===== src/rtl/blur_engine.sv =====
// Streams a frame from the source buffer, applies a horizontal [1 2 1]/4 blur
// per RGB444 channel and writes the result to the destination buffer.
module blur_engine #(
    parameter int WIDTH  = 640,
    parameter int HEIGHT = 480,
    parameter int ADDR_W = 19,
    parameter int RD_LAT = 2
) (
    input  logic              clk,
    input  logic              rst_n,
    input  logic              blur_start,
    output logic              blur_done,
    output logic              busy,
    output logic              rd_en,
    output logic [ADDR_W-1:0] rd_addr,
    input  logic [11:0]       rd_data,
    output logic              wr_en,
    output logic [ADDR_W-1:0] wr_addr,
    output logic [11:0]       wr_data
);

    localparam int CW = $clog2(WIDTH + 1);
    localparam int RW = $clog2(HEIGHT + 1);
    localparam int DW = $clog2(RD_LAT + 1);

    typedef enum logic [1:0] {IDLE, RUN, DRAIN, DONE} state_t;

    state_t            state, next_state;
    logic [CW-1:0]     col;
    logic [RW-1:0]     row;
    logic [DW-1:0]     drain_cnt;
    logic [ADDR_W-1:0] rd_addr_q;
    logic [ADDR_W-1:0] wr_cnt;
    logic              last_slot;
    logic              start_ok;

    // Slot tags travel alongside the read so they line up with rd_data.
    logic          tag_v [RD_LAT];
    logic          tag_f [RD_LAT];
    logic [CW-1:0] tag_c [RD_LAT];

    logic          a_v, a_f;
    logic [CW-1:0] a_c;
    logic [11:0]   win_l, win_c;
    logic [11:0]   left_px, right_px, blurred;

    function automatic logic [3:0] tap(input logic [3:0] l, input logic [3:0] c,
                                       input logic [3:0] r);
        logic [5:0] s;
        s = {2'b00, l} + {1'b0, c, 1'b0} + {2'b00, r} + 6'd2;
        return s[5:2];
    endfunction

    assign start_ok  = (state == IDLE) && blur_start;
    assign last_slot = (col == CW'(WIDTH)) && (row == RW'(HEIGHT - 1));
    assign rd_en     = (state == RUN) && (col != CW'(WIDTH));
    assign rd_addr   = rd_addr_q;
    assign busy      = (state != IDLE);
    assign blur_done = (state == DONE);

    always_ff @(posedge clk or negedge rst_n) begin
        if (!rst_n) state <= IDLE;
        else        state <= next_state;
    end

    always_comb begin
        next_state = state;
        case (state)
            IDLE:    if (blur_start) next_state = RUN;
            RUN:     if (last_slot) next_state = DRAIN;
            DRAIN:   if (drain_cnt == DW'(RD_LAT)) next_state = DONE;
            DONE:    next_state = IDLE;
            default: next_state = IDLE;
        endcase
    end

    // Slot counters: WIDTH read slots then one flush slot per row.
    always_ff @(posedge clk or negedge rst_n) begin
        if (!rst_n) begin
            col       <= '0;
            row       <= '0;
            drain_cnt <= '0;
            rd_addr_q <= '0;
        end else if (start_ok) begin
            col       <= '0;
            row       <= '0;
            drain_cnt <= '0;
            rd_addr_q <= '0;
        end else if (state == RUN) begin
            if (col == CW'(WIDTH)) begin
                col <= '0;
                row <= row + RW'(1);
            end else begin
                col       <= col + CW'(1);
                rd_addr_q <= rd_addr_q + ADDR_W'(1);
            end
        end else if (state == DRAIN) begin
            drain_cnt <= drain_cnt + DW'(1);
        end
    end

    always_ff @(posedge clk or negedge rst_n) begin
        if (!rst_n) begin
            for (int i = 0; i < RD_LAT; i++) begin
                tag_v[i] <= 1'b0;
                tag_f[i] <= 1'b0;
                tag_c[i] <= '0;
            end
        end else begin
            tag_v[0] <= (state == RUN);
            tag_f[0] <= (col == CW'(WIDTH));
            tag_c[0] <= col;
            for (int i = 1; i < RD_LAT; i++) begin
                tag_v[i] <= tag_v[i-1];
                tag_f[i] <= tag_f[i-1];
                tag_c[i] <= tag_c[i-1];
            end
        end
    end

    assign a_v = tag_v[RD_LAT-1];
    assign a_f = tag_f[RD_LAT-1];
    assign a_c = tag_c[RD_LAT-1];

    // Pixel x = col-1: left edge replicates centre, flush slot replicates centre on the right.
    always_comb begin
        left_px  = (a_c == CW'(1)) ? win_c : win_l;
        right_px = a_f ? win_c : rd_data;
        blurred  = {tap(left_px[11:8], win_c[11:8], right_px[11:8]),
                    tap(left_px[7:4],  win_c[7:4],  right_px[7:4]),
                    tap(left_px[3:0],  win_c[3:0],  right_px[3:0])};
    end

    always_ff @(posedge clk or negedge rst_n) begin
        if (!rst_n) begin
            wr_en   <= 1'b0;
            wr_addr <= '0;
            wr_data <= '0;
            wr_cnt  <= '0;
            win_l   <= '0;
            win_c   <= '0;
        end else begin
            wr_en <= a_v && (a_c != '0);
            if (start_ok) begin
                wr_cnt <= '0;
                win_l  <= '0;
                win_c  <= '0;
            end else if (a_v) begin
                if (a_c != '0) begin
                    wr_data <= blurred;
                    wr_addr <= wr_cnt;
                    wr_cnt  <= wr_cnt + ADDR_W'(1);
                end
                if (a_f) begin
                    win_l <= '0;
                    win_c <= '0;
                end else begin
                    win_l <= win_c;
                    win_c <= rd_data;
                end
            end
        end
    end

endmodule

===== config.mk =====
export PLATFORM = sky130hd
export DESIGN_NAME = blur_engine
export DESIGN_NICKNAME = d
export VERILOG_FILES = /design/src/rtl/blur_engine.sv
export SDC_FILE = /design/constraint.sdc
export NUM_CORES = 1
export LEC_CHECK = 0
export CAP_MARGIN = 30
export CORE_ASPECT_RATIO = 1.25
export CORE_UTILIZATION = 50
export DETAILED_ROUTE_END_ITERATION = 8
export GPL_TIMING_DRIVEN = 0
export PLACE_DENSITY_LB_ADDON = 0.3
export SETUP_SLACK_MARGIN = 0.15
export SLEW_MARGIN = 10
export SYNTH_ARGS = -nofsm -noshare
export SYNTH_HDL_FRONTEND = slang
export SYNTH_SLANG_ARGS = --single-unit

===== constraint.sdc =====
create_clock -name clk -period 3.34 [get_ports clk]
set_input_delay 1.002 -clock clk [delete_from_list [all_inputs] [get_ports clk]]
set_output_delay 1.002 -clock clk [all_outputs]
set_load 0.05 [all_outputs]

======== Word-level counts from Yosys, hierarchy flattened ========
Cells that the tools add are included.
storage, ports and cells
  register bits ........................... 141
  bits of input ports ..................... 15
  output and inout bits ................... 54
  word-level logic and storage cells ...... 90
operators by class
  add/subtract/negate cells ............... 14
  eq/ne operators ......................... 13
  multiplexer cells ....................... 27
  bitwise gates (word level) .............. 1
  reduce and logical (&&, ||, !) cells .... 18
operator list
  kind                                                  number
  2-to-1 mux 19 bit                                     6
  2-to-1 mux 12 bit                                     8
  adder 19 x 1 -> 19 bit, second input constant         2
  2-to-1 mux 10 bit                                     3
  2-to-1 mux 9 bit                                      3
  adder 4 x 5 -> 6 bit                                  3
  adder 6 x 2 -> 6 bit, second input constant           3
  adder 6 x 4 -> 6 bit                                  3
  2-to-1 mux 2 bit                                      6
  nonzero test 2 bit                                    6
  adder 10 x 1 -> 10 bit, second input constant         1
  equality test 10 x 1 -> 1 bit, second input constant  1
  equality test 10 bit, second input constant           1
  inequality test 10 bit, second input constant         1
  inequality test 2 bit, second input constant          5
  nonzero test 10 bit                                   1
  adder 9 x 1 -> 9 bit, second input constant           1
  equality test 9 bit, second input constant            1
  case mux 2 bit (4 select lines)                       1
  AND reduction 2 bit                                   4
  equality test 2 bit, second input constant            3
  AND reduction 3 bit                                   2
  logical AND 1 bit                                     4
  adder 2 x 1 -> 2 bit, second input constant           1
  3 further kinds                                       3

======== Logic depth before layout (Yosys ltp) ========
  depth after elaboration ................. 5
  gate-level depth with buffers ........... 13
  depth with buffers taken out ............ 11

======== Worst setup path after synthesis ========
No wires, ideal clock.
  kind .................................... register to register
  start point ............................. reg tag_c, in the netlist a_c[7]
  end point ............................... reg wr_data[10]
  setup time .............................. 121 ps
  arrival ................................. 3053 ps
  data required time ...................... 3219 ps
  setup slack ............................. 166 ps
  cell stages (with the launch flop) ...... 13
  path buffers ............................ 2
  period minus slack after synthesis ...... 3174 ps
  cell sequence ........................... dfrtp_1 > nor4_1 > and4_1 > clkbuf_1 > buf_2 > mux2i_1 > fa_1 > inv_1 > ha_1 > nand3_1 > o211ai_1 > o21ai_0 > a22o_1
on the way
  longest elaborated chain between the ends .. 5
  elaborated cells on any way between the ends .. 7
  classes of those cells .................. add/sub: 3; eq/ne: 1; mux: 1; reduce/logical: 2
ends and longest elaborated chain
  element                            line  RTL
  from (decl)                        40    logic [CW-1:0] tag_c [RD_LAT];
  from (signal, indexed assignment)  116   tag_c[i] <= tag_c[i-1];
  equality test 10 x 1 -> 1 bit      127   left_px = (a_c == CW'(1)) ? win_c : win_l;
  2-to-1 mux 12 bit                  127
  adder 4 x 5 -> 6 bit               50    s = {2'b00, l} + {1'b0, c, 1'b0} + {2'b00, r} + 6'd2;
  adder 6 x 4 -> 6 bit               50
  adder 6 x 2 -> 6 bit               50
  to (signal assigned)               150   wr_data <= blurred;
  to (decl)                          19    output logic [11:0] wr_data
Parallel ways exist; a longest one is shown, timed or not.
A chain may end at the register's enable or synchronous reset.

======== Worst setup path after layout ========
  start point ............................. reg tag_c, in the netlist a_c[7]
  end point ............................... reg wr_data[6]
Same word-level chain as after synthesis.

==> metrics.txt <==
Post-CTS Hold Fix Bufs 0; number of synthesized flops with an enable pin 0; sequential area share after synthesis 0.514; minimum clock period 3.15 ns; PD cells ~510 nW/um2; Layout Utilization 0.646; Die X about 110 um; yosys synthesis warning count 0; RSZ-0062 raised after global routing true; n_diodes 0; sw frac 0.247; fillers 1041; Avg Cell Area, Syn approximately 10 um2; initial antenna violation count 0; cell count of the worst hold path 0; Synth Instances 663; status complete, no violations; hpwl dp between 10000 and 15000 um; CTS Buffer Depth 2; num ports just under 70; vias in the first global route around 5300; most common cell in the netlist dfrtp_1; Crit Path Max Fanout 4; top_reg_cell synth dfrtp_1; largest net degree at the start of global routing 82; Seq pwr share 0.411; final setup vio count 0; Post-Place Setup Slack -0.424 ns; final hold vios 0; Reg2Reg Depth 10; final setup TNS 0 ns; Compound-Gate Fraction of Synth Area 0.0751; Leak Pwr between 3 and 4 nW; Initial Util 0.516; net count after synthesis 710; clk slew on worst S/H paths about 0.060 ns; fraction of the mapped netlist area in simple logic gates 0.189; Slew HR 0.531; fmax around 320 MHz; Max Slew Vio Count 0; Synth async-reset ratio 1.00; Critical R2R Launch a_c[7]; Worst-Margin Slew roughly 0.70 ns; area of the mapped netlist between 6000 and 7000 um2; critical path type flip-flop to flip-flop; crit start category flip-flop; Clock Tree Root clkbuf_16; count of different cell masters after synthesis 55; first-pass iteration count of the detailed router 5; Iter 0 DRT Violations between 400 and 500; cell taking the most area after synthesis dfrtp_1; largest family of logic cells by synthesized area simple AND/OR/NAND/NOR gates; Clk pwr share 0.475; port buffer count 68; combinational cell fraction of total power 0.114; CTS H-tree lvls 4; die area 14200 um2; Data required, critical path 3.64 ns; Yosys top cell area share 0.514; Total Power about 4.4 mW; gr ovfl total 0; Tot GR Track Use 0.232; CTS Sinks about 140; Post-layout nets around 800; adder-cell share of the synthesized area 0.0649; peak supply drop 290 uV; Core Rows between 40 and 50; Seq cells post-synth around 140; Synth top cells by count dfrtp_1, nor2_1, nand2_1; first-pass GRT wire length between 20000 and 30000 um; Syn-to-layout area delta 25.1%; Die Span Y 133 um; clk_lat worst skew 0.41 ns; Setup Skew 0.00691 ns; Core Area 13300 um2; Internal Power roughly 3.3 mW; MaxCap Viol Count 0; GPL Wtd Cong 0.870; total number of vias around 5200; DRC viols 0; multiplexer area fraction after synthesis 0.0578; Final WS setup around 0.19 ns; Routed Antenna Nets 0; Switch Pwr ~1.1 mW; worst r2r dst wr_data[6]; Reg2Reg Setup Slack about 0.2 ns; TritonCTS clock tree built; average vias per placed instance 5.54; post-synthesis xor/xnor area fraction 0.0574; worst hold path class flip-flop to flip-flop; Final Cycle Share 0.942; share of cells above drive strength 1 0.122; Hold Startpoint tag_c[12]; Post-Route WL between 15000 and 20000 um; CTS buffer count 17; top post-synthesis cells by area dfrtp_1, ha_1, nor2_1, mux2_2, xor2_1; hold endpoint a_c[2]; CP endpoint kind flip-flop; WP data arrival roughly 3.5 ns; Wirelength per Cell 16.6 um; Hold WS 0.347 ns
## per-stage QoR
| step | area (um2) | cells |
|---|---|---|
| floorplan | 6860 | 663 |
| global placement | 7760 | 902 |
| detailed placement | 7780 | 903 |
| CTS | 8480 | 937 |
| global route | 8590 | 940 |
| finish | 8590 | 940 |
## layout make-up
cell class / count / area [um2] / area share
Multi-Input combinational cell: 454 / 3140 / 0.366
Clock inverter: 13 / 210 / 0.0245
Timing Repair Buffer: 74 / 742 / 0.0864
Inverter: 38 / 143 / 0.0166
Tap cell: 171 / 214 / 0.0249
Clock buffer: 19 / 443 / 0.0516
Sequential cell: 141 / 3530 / 0.411
Buffer: 30 / 165 / 0.0192
## power groups by stage
stage	logic [mW]	registers (mW)	clock network, mW
floorplan	0.154	1.98	0
global placement	0.465	1.83	0
detailed placement	0.480	1.83	0
CTS	0.484	1.80	2.11
global route	0.540	1.81	2.19
finish	0.499	1.80	2.08
## placed cells by master, fill, tap and decap left out, drive strengths merged, types with 2 or more instances in the layout
cell type,Yosys,final
o22ai,3,3
fa,6,6
and3,5,5
o21bai,3,3
clkdlybuf4s50,0,66
a31oi,4,4
ha,26,26
mux2,21,21
or4,2,2
o21ai,19,19
clkinvlp,0,2
nor4,11,11
nand4,17,17
and2,6,6
bufinv,0,5
nand3,34,34
dfrtp,141,141
nor2b,4,4
inv,37,40
or3,12,12
a211oi,3,3
nor3,8,8
o211ai,4,4
clkinv,1,4
o31ai,5,5
nor2,75,75
xor2,26,26
nand2,59,59
buf,14,23
xnor2,19,19
and4,2,2
mux2i,16,16
clkbuf,16,34
a21oi,37,37
nand3b,13,13
a22o,3,3
## critical path, cell delays in order, from the launching register on
cell	delay, ns
dfrtp_1	0.39
nor4_4	0.33
and4_1	0.25
buf_6	0.13
mux2_2	0.34
fa_1	0.52
ha_4	0.32
nand3_1	0.07
o211ai_1	0.34
o21ai_1	0.14
a22o_1	0.20
## repair_timing
action                     in CTS  in global routing
pin swaps                       2                  7
buffers inserted                2                  3
resized for setup              10                 21
setup endpoints to repair      13                  8
## kinds of logic after synthesis
group	count (synthesis)
adders and majority gates	32
AOI/OAI and AO/OA	84
xor gates and xnor gates	45
buffers and inverters	68
and+or+nand+nor	256
muxes	37
DFF	141
## registers in the layout, summed over array words and instances (netlist names), 9 cells and up
signal	flops
rd_addr	19
wr_data	12
row	9
wr_cnt	19
win_c	12
col	10
a_c	10
wr_addr	19
win_l	12
tag_c	10
## layer usage
metal	vias to the layer above	track usage	share of wire
li1	2470	-	-
met2	142	0.396	0.52
met1	2571	0.289	0.42
met3	21	0.0448	0.043
met4	0	0.0906	0.014
met5	-	0	0
## worst max path at each step
stage	startpoint	endpoint	slack [ns]	depth (start not counted)
3_5_place_dp	a_c[7]	wr_data[10]	-0.42	12
2_1_floorplan	a_c[7]	wr_data[10]	0.17	12
3_3_place_gp	rst_n	rd_addr[0]	-4.13	1
5_1_grt	a_c[7]	wr_data[6]	0.08	10
4_1_cts	col[2]	rd_en	0.12	5
6_report	a_c[7]	wr_data[6]	0.19	10
Power figures use the tool's default switching activity.
